<file path="config.mk">
export PLATFORM = sky130hd
export DESIGN_NAME = spi_slave_ram_param_flat
export DESIGN_NICKNAME = d
export VERILOG_FILES = /design/src/rtl/spi_slave_ram_param_if.sv /design/src/rtl/spi_slave_ram_param.sv /design/src/flat_wrapper.sv
export SDC_FILE = /design/constraint.sdc
export NUM_CORES = 2
export LEC_CHECK = 0
export ABC_AREA = 1
export BUFFER_PORTS_ARGS = -buffer_cell sky130_fd_sc_hd__buf_2
export CORE_ASPECT_RATIO = 1.5
export CORE_MARGIN = 2
export CORE_UTILIZATION = 25
export DETAILED_ROUTE_END_ITERATION = 8
export SYNTH_ARGS = -nofsm -noshare
export SYNTH_HDL_FRONTEND = slang
export SYNTH_SLANG_ARGS = --single-unit
</file>
<file path="constraint.sdc">
create_clock -name clk -period 6 [get_ports clk]
set_clock_uncertainty 0.2 [all_clocks]
set_input_delay 0.3 -clock clk [delete_from_list [all_inputs] [get_ports clk]]
set_output_delay 0.3 -clock clk [all_outputs]
set_load 0.03 [all_outputs]
</file>
<file path="src/rtl/spi_slave_ram_param_if.sv">
// spi_slave_ram_param_if: SPI bus bundle (SS_n, MOSI from master; MISO, frame_err, busy from slave) with master/slave modports
interface spi_slave_ram_param_if;
  logic SS_n;
  logic MOSI;
  logic MISO;
  logic frame_err;
  logic busy;
  modport master (output SS_n, MOSI, input MISO, frame_err, busy);
  modport slave (input SS_n, MOSI, output MISO, frame_err, busy);
endinterface

</file>
<file path="src/rtl/spi_slave_ram_param.sv">
// spi_slave_ram_param: SPI slave with parametrised RAM (ports clk, rst, bus.slave: SS_n/MOSI in, MISO/frame_err/busy out); define SPI_RAM_BURST_EN for burst auto-increment
module spi_slave_ram_param #(
  parameter int DATA_W = 8,
  parameter int DEPTH = 256,
  parameter string MEM_INIT = ""
) (
  input logic clk,
  input logic rst,
  spi_slave_ram_param_if.slave bus
);
  localparam int ADDR_W = DEPTH > 1 ? $clog2(DEPTH) : 1;
  localparam int SR_W = DATA_W > ADDR_W ? DATA_W : ADDR_W;
  localparam int CW = $clog2(SR_W + 1);
  localparam logic [CW-1:0] D_LAST = CW'(DATA_W - 1);
  localparam logic [CW-1:0] A_LAST = CW'(ADDR_W - 1);
  typedef enum logic [2:0] {IDLE, CMD, OP, PAYLOAD, EXEC, TX, DONE} state_t;
  state_t state, state_n;
  logic [1:0] op, op_n;
  logic [SR_W-1:0] sr, sr_n;
  logic [CW-1:0] cnt, cnt_n;
  logic [ADDR_W-1:0] wr_addr, wr_addr_n, rd_addr, rd_addr_n;
  logic [DATA_W-1:0] rd_q, rd_q_n;
  logic miso, miso_n, frame_err, err_n, cont, cont_n, we;
  logic [DATA_W-1:0] mem [DEPTH];
  function automatic logic in_range(input logic [ADDR_W-1:0] a);
    return 32'(a) < DEPTH;
  endfunction
`ifdef SPI_RAM_BURST_EN
  function automatic logic [ADDR_W-1:0] inc(input logic [ADDR_W-1:0] a);
    return (32'(a) >= DEPTH - 1) ? '0 : a + ADDR_W'(1);
  endfunction
`endif
  always_comb begin
    state_n = state;
    op_n = op;
    sr_n = sr;
    cnt_n = cnt;
    wr_addr_n = wr_addr;
    rd_addr_n = rd_addr;
    rd_q_n = rd_q;
    cont_n = cont;
    miso_n = 1'b0;
    err_n = 1'b0;
    we = 1'b0;
    case (state)
      IDLE: if (!bus.SS_n) begin
        state_n = CMD;
        cont_n = 1'b0;
      end
      CMD: begin
        state_n = bus.SS_n ? IDLE : OP;
        err_n = bus.SS_n;
        op_n[1] = bus.MOSI;
      end
      OP: begin
        state_n = bus.SS_n ? IDLE : (op[1] && bus.MOSI) ? EXEC : PAYLOAD;
        err_n = bus.SS_n;
        op_n[0] = bus.MOSI;
        cnt_n = '0;
      end
      // a clean stop at the start of a burst word (cont, nothing shifted yet) is not an error
      PAYLOAD: if (bus.SS_n) begin
        state_n = IDLE;
        err_n = !(cont && cnt == '0);
      end else begin
        sr_n = {sr[SR_W-2:0], bus.MOSI};
        cnt_n = cnt + CW'(1);
        state_n = (cnt == (op[0] ? D_LAST : A_LAST)) ? EXEC : PAYLOAD;
      end
      EXEC: begin
        state_n = DONE;
        cnt_n = '0;
        case (op)
          2'b00: wr_addr_n = sr[ADDR_W-1:0];
          2'b01: begin
            we = in_range(wr_addr);
`ifdef SPI_RAM_BURST_EN
            wr_addr_n = inc(wr_addr);
            cont_n = 1'b1;
            state_n = bus.SS_n ? DONE : PAYLOAD;
`endif
          end
          2'b10: rd_addr_n = sr[ADDR_W-1:0];
          default: begin
            rd_q_n = in_range(rd_addr) ? mem[rd_addr] : '0;
            state_n = TX;
          end
        endcase
      end
      TX: if (bus.SS_n) begin
        state_n = IDLE;
        err_n = !(cont && cnt == '0);
      end else begin
        miso_n = rd_q[DATA_W-1];
        rd_q_n = rd_q << 1;
        cnt_n = cnt + CW'(1);
        if (cnt == D_LAST) begin
`ifdef SPI_RAM_BURST_EN
          rd_addr_n = inc(rd_addr);
          cont_n = 1'b1;
          state_n = EXEC;
`else
          state_n = DONE;
`endif
        end
      end
      DONE: state_n = bus.SS_n ? IDLE : DONE;
      default: state_n = IDLE;
    endcase
  end
  always_ff @(posedge clk) begin
    if (rst) begin
      state <= IDLE;
      op <= '0;
      sr <= '0;
      cnt <= '0;
      wr_addr <= '0;
      rd_addr <= '0;
      rd_q <= '0;
      miso <= 1'b0;
      frame_err <= 1'b0;
      cont <= 1'b0;
    end else begin
      state <= state_n;
      op <= op_n;
      sr <= sr_n;
      cnt <= cnt_n;
      wr_addr <= wr_addr_n;
      rd_addr <= rd_addr_n;
      rd_q <= rd_q_n;
      miso <= miso_n;
      frame_err <= err_n;
      cont <= cont_n;
    end
  end
  always_ff @(posedge clk) if (!rst && we) mem[wr_addr] <= sr[DATA_W-1:0];
  assign bus.MISO = miso;
  assign bus.frame_err = frame_err;
  assign bus.busy = state != IDLE;
endmodule

</file>
<file path="src/flat_wrapper.sv">
// flat-port wrapper written by rule: the top's interface ports become plain ports
module spi_slave_ram_param_flat 
#(
  parameter int DATA_W = 8,
  parameter int DEPTH = 256,
  parameter string MEM_INIT = ""
)
  (clk, rst, bus_SS_n, bus_MOSI, bus_MISO, bus_frame_err, bus_busy);
  spi_slave_ram_param_if bus_i ();
  input logic clk;
  input logic rst;
  input wire logic [$bits(bus_i.SS_n)-1:0] bus_SS_n;
  input wire logic [$bits(bus_i.MOSI)-1:0] bus_MOSI;
  output wire logic [$bits(bus_i.MISO)-1:0] bus_MISO;
  output wire logic [$bits(bus_i.frame_err)-1:0] bus_frame_err;
  output wire logic [$bits(bus_i.busy)-1:0] bus_busy;
  assign bus_i.SS_n = bus_SS_n;
  assign bus_i.MOSI = bus_MOSI;
  assign bus_MISO = bus_i.MISO;
  assign bus_frame_err = bus_i.frame_err;
  assign bus_busy = bus_i.busy;
  spi_slave_ram_param #(.DATA_W(DATA_W), .DEPTH(DEPTH), .MEM_INIT(MEM_INIT)) u_core (.clk(clk), .rst(rst), .bus(bus_i));
endmodule
</file>
==> flow_summary.json <==
{
  "leakage_nw": 31.7,
  "port_buffers": 6,
  "rsz0062_at_grt": "no",
  "fmax_mhz": 232,
  "crit_path_end": "u_core.mem[202][6]",
  "pin_count": 7,
  "grt_pass1_vias": 53951,
  "holdWs_ns": 0.143,
  "min_period_ns": 4.32,
  "grt_antenna_before_repair": 2,
  "seqPwrFrac_pct": 58.6,
  "post-route-period-util_pct": 72.0,
  "cp-startpoint": "u_core.state[0]",
  "synth_cell_types": 29,
  "regToRegEndpoint": "u_core.mem[202][6]",
  "critPathLaunchType": "register",
  "vias": 54538,
  "setup_tns_ns": 0,
  "end_kind": "register",
  "hp-class": "in -> reg",
  "place_congestion": 0.856,
  "antenna_left": 0,
  "r2r-start": "u_core.state[0]",
  "drcViolationCount": 0,
  "worstPathArrival_ns": 4.56,
  "r2r.worst_path.cells": 7,
  "post_cts_resized": 0,
  "finalNetCount": 6934,
  "die_y_um": 718,
  "root_buffer": "clkbuf_16",
  "dpl-instance-area_um2": 89200,
  "avgSynthCellArea_um2": 11.9,
  "pwr-share-clk_pct": 41.1,
  "wire_per_inst_um": 20.5,
  "first_iter_violations": 5269,
  "cts_hold_buf": 3,
  "grt.total_usage_pct": 13.2,
  "relSlewSlack_pct": 12.1,
  "worstMarginPinSlew_ns": 1.32,
  "switching_share_pct": 19.5,
  "cts_tree": "yes",
  "design_area_um2": 94600,
  "ys_warn_count": 0,
  "p_int_mw": 21.8,
  "grt_first_pass_wirelength_um": 348000,
  "numCtsBuffers": 173,
  "htreeDepth": 4,
  "power_frac_comb_pct": 0.3,
  "cp.required_ns": 6.24,
  "die_area_um2": 345000,
  "finalHoldViolations": 0,
  "synth_nets": 7147,
  "synthCells": 7142,
  "slew_violations": 0,
  "wl_um": 236000,
  "std_cell_rows": 262,
  "clock_latency_ns": 0.84,
  "status": "finished, final reports clean",
  "ys_ff_latch": 2099,
  "firstDrtPassIters": 8,
  "power_density_nw_per_um2": 286,
  "vias_per_cell": 4.72,
  "die_w_um": 480,
  "syn_to_final_growth_pct": 11.4,
  "cts_setup_buffers": 0,
  "cp_max_fo": 16,
  "ys_seq_area_share_pct": 73.6,
  "p_switching_mw": 5.27,
  "crit_type": "reg -> reg",
  "irDropWorstVdd_mv": 0.197,
  "syn_area_um2": 85000,
  "drive_gt1_share_pct": 5.68,
  "start_util_pct": 25.1,
  "clock_sinks": 2099,
  "drv_cap": 0,
  "finalSetupViolations": 0,
  "r2r_setup_slack_ns": 1.68,
  "grt_max_degree": 220,
  "hpwlAfterDp_um": 135000,
  "core-area_um2": 339000,
  "clkTransAtPathRegs_ns": 0.07,
  "holdPathStages": 4,
  "cts_buffer_depth": 4,
  "gr-total-overflow": 0
}
==> state kept, by name, indices dropped and copies added (netlist names), named ones only <==
register              count
u_core.op                 2
u_core.bus.frame_err      1
u_core.bus.MISO           1
u_core.mem             2048
u_core.sr                 8
u_core.cnt                4
u_core.wr_addr            8
u_core.rd_addr            8
u_core.rd_q               8
u_core.state              3
==> worst min path at each step <==
stage,startpoint,endpoint,slack (ns)
6_report,bus_MOSI,u_core.op[0],0.14
3_5_place_dp,u_core.rd_q[6],u_core.rd_q[6],0.26
5_1_grt,bus_MOSI,u_core.op[0],0.17
3_3_place_gp,u_core.rd_q[2],u_core.rd_q[2],0.26
4_1_cts,bus_MOSI,u_core.op[0],0.11
2_1_floorplan,rst,u_core.cnt[3],0.17
==> cell usage after synthesis, drive strengths merged <==
| cell | n | area (um2) |
|---|---|---|
| a211oi | 1 | 7.51 |
| a21oi | 35 | 175 |
| a41oi | 1 | 8.76 |
| buf | 397 | 2190 |
| clkbuf | 92 | 345 |
| clkinv | 1 | 3.75 |
| dfxtp | 51 | 1020 |
| edfxtp | 2048 | 61500 |
| ha | 1 | 12.5 |
| inv | 46 | 175 |
| nand2 | 1954 | 7370 |
| nand3 | 1863 | 9320 |
| nand4 | 3 | 18.8 |
| nor2 | 437 | 1660 |
| nor3 | 6 | 50.1 |
| o21ai | 150 | 751 |
| o22ai | 54 | 338 |
| or2 | 1 | 6.26 |
| xnor2 | 1 | 8.76 |
==> cells in the final DEF, fill, tap and decap left out, types with 4 or more instances in the layout <==
| cell type | n |
|---|---|
| a21oi_1 | 35 |
| dfxtp_4 | 13 |
| bufinv_16 | 13 |
| clkbuf_1 | 24 |
| inv_6 | 4 |
| nor2_1 | 434 |
| o22ai_1 | 54 |
| clkinv_2 | 30 |
| o21ai_0 | 140 |
| nand2_1 | 1922 |
| clkinv_1 | 36 |
| buf_4 | 64 |
| nand2_2 | 32 |
| o21ai_1 | 10 |
| inv_1 | 40 |
| nor3_2 | 5 |
| edfxtp_1 | 2048 |
| dfxtp_1 | 37 |
| clkbuf_16 | 175 |
| clkinvlp_4 | 13 |
| buf_2 | 6 |
| buf_12 | 28 |
| nand3_1 | 1863 |
| clkinv_4 | 5 |
==> stage by stage <==
| step | power, mW | utilization [%] | setup slack [ns] | std cells |
|---|---|---|---|---|
| 4_1_cts | 27.3 | 27.9 | 1.62 | 11543 |
| 5_1_grt | 27.7 | 27.9 | 1.59 | 11544 |
| 3_5_place_dp | 16.3 | 26.3 | 1.63 | 11239 |
| 6_report | 27.1 | 27.9 | 1.68 | 11544 |
| 3_3_place_gp | 16.3 | 26.3 | 1.63 | 11239 |
| 2_1_floorplan | 16.2 | - | 1.50 | 7142 |
==> final cells by class <==
| cell class | instances | area [um2] |
|---|---|---|
| clock buffers | 202 | 4510 |
| well taps | 4488 | 5620 |
| diodes | 1 | 2.50 |
| multi-input cells | 4507 | 19800 |
| fillers | 34479 | 244000 |
| inverters | 47 | 210 |
| repair buffers | 101 | 1100 |
| flip-flops and latches | 2099 | 62600 |
| clock inverters | 99 | 845 |
==> power groups by stage <==
| stage | Sequential [mW] | Combinational [mW] | Clock (mW) |
|---|---|---|---|
| floorplan | 16.2 | 0.0322 | 0 |
| finish | 15.9 | 0.0872 | 11.1 |
| global route | 15.9 | 0.0939 | 11.7 |
| detailed placement | 16.2 | 0.0859 | 0 |
| global placement | 16.2 | 0.0841 | 0 |
| CTS | 15.9 | 0.0877 | 11.3 |
==> routing by layer <==
layer | track usage [%] | routed length [um] | up-vias
met2 | 24.0 | 122000 | 2084
met3 | 1.30 | 12700 | 539
li1 | - | - | 24924
met4 | 8.09 | 15700 | 4
met5 | 0 | 26 | -
met1 | 14.7 | 85400 | 26987
==> kinds of logic (layout without fill, tap and decap cells) <==
logic type,count (synthesis),count (layout),share of synthesized area (%)
compound gates,241,241,1.51
xor+xnor,1,1,0.0103
fa+ha+maj,1,1,0.0147
buf+inv,536,449,3.19
flops,2099,2099,73.6
other cells,0,1,0
simple gates,4264,4264,21.7
==> worst max-delay path: stages (launching register included) <==
cell and delay [ns]:
dfxtp_1 0.41, nor2_4 0.14, inv_1 0.09, nor2_4 0.13
nand4_1 0.45, nor3_2 1.05, nand2_2 0.62, nor2_1 0.81
Note: power is estimated with default switching activity, not from simulation.
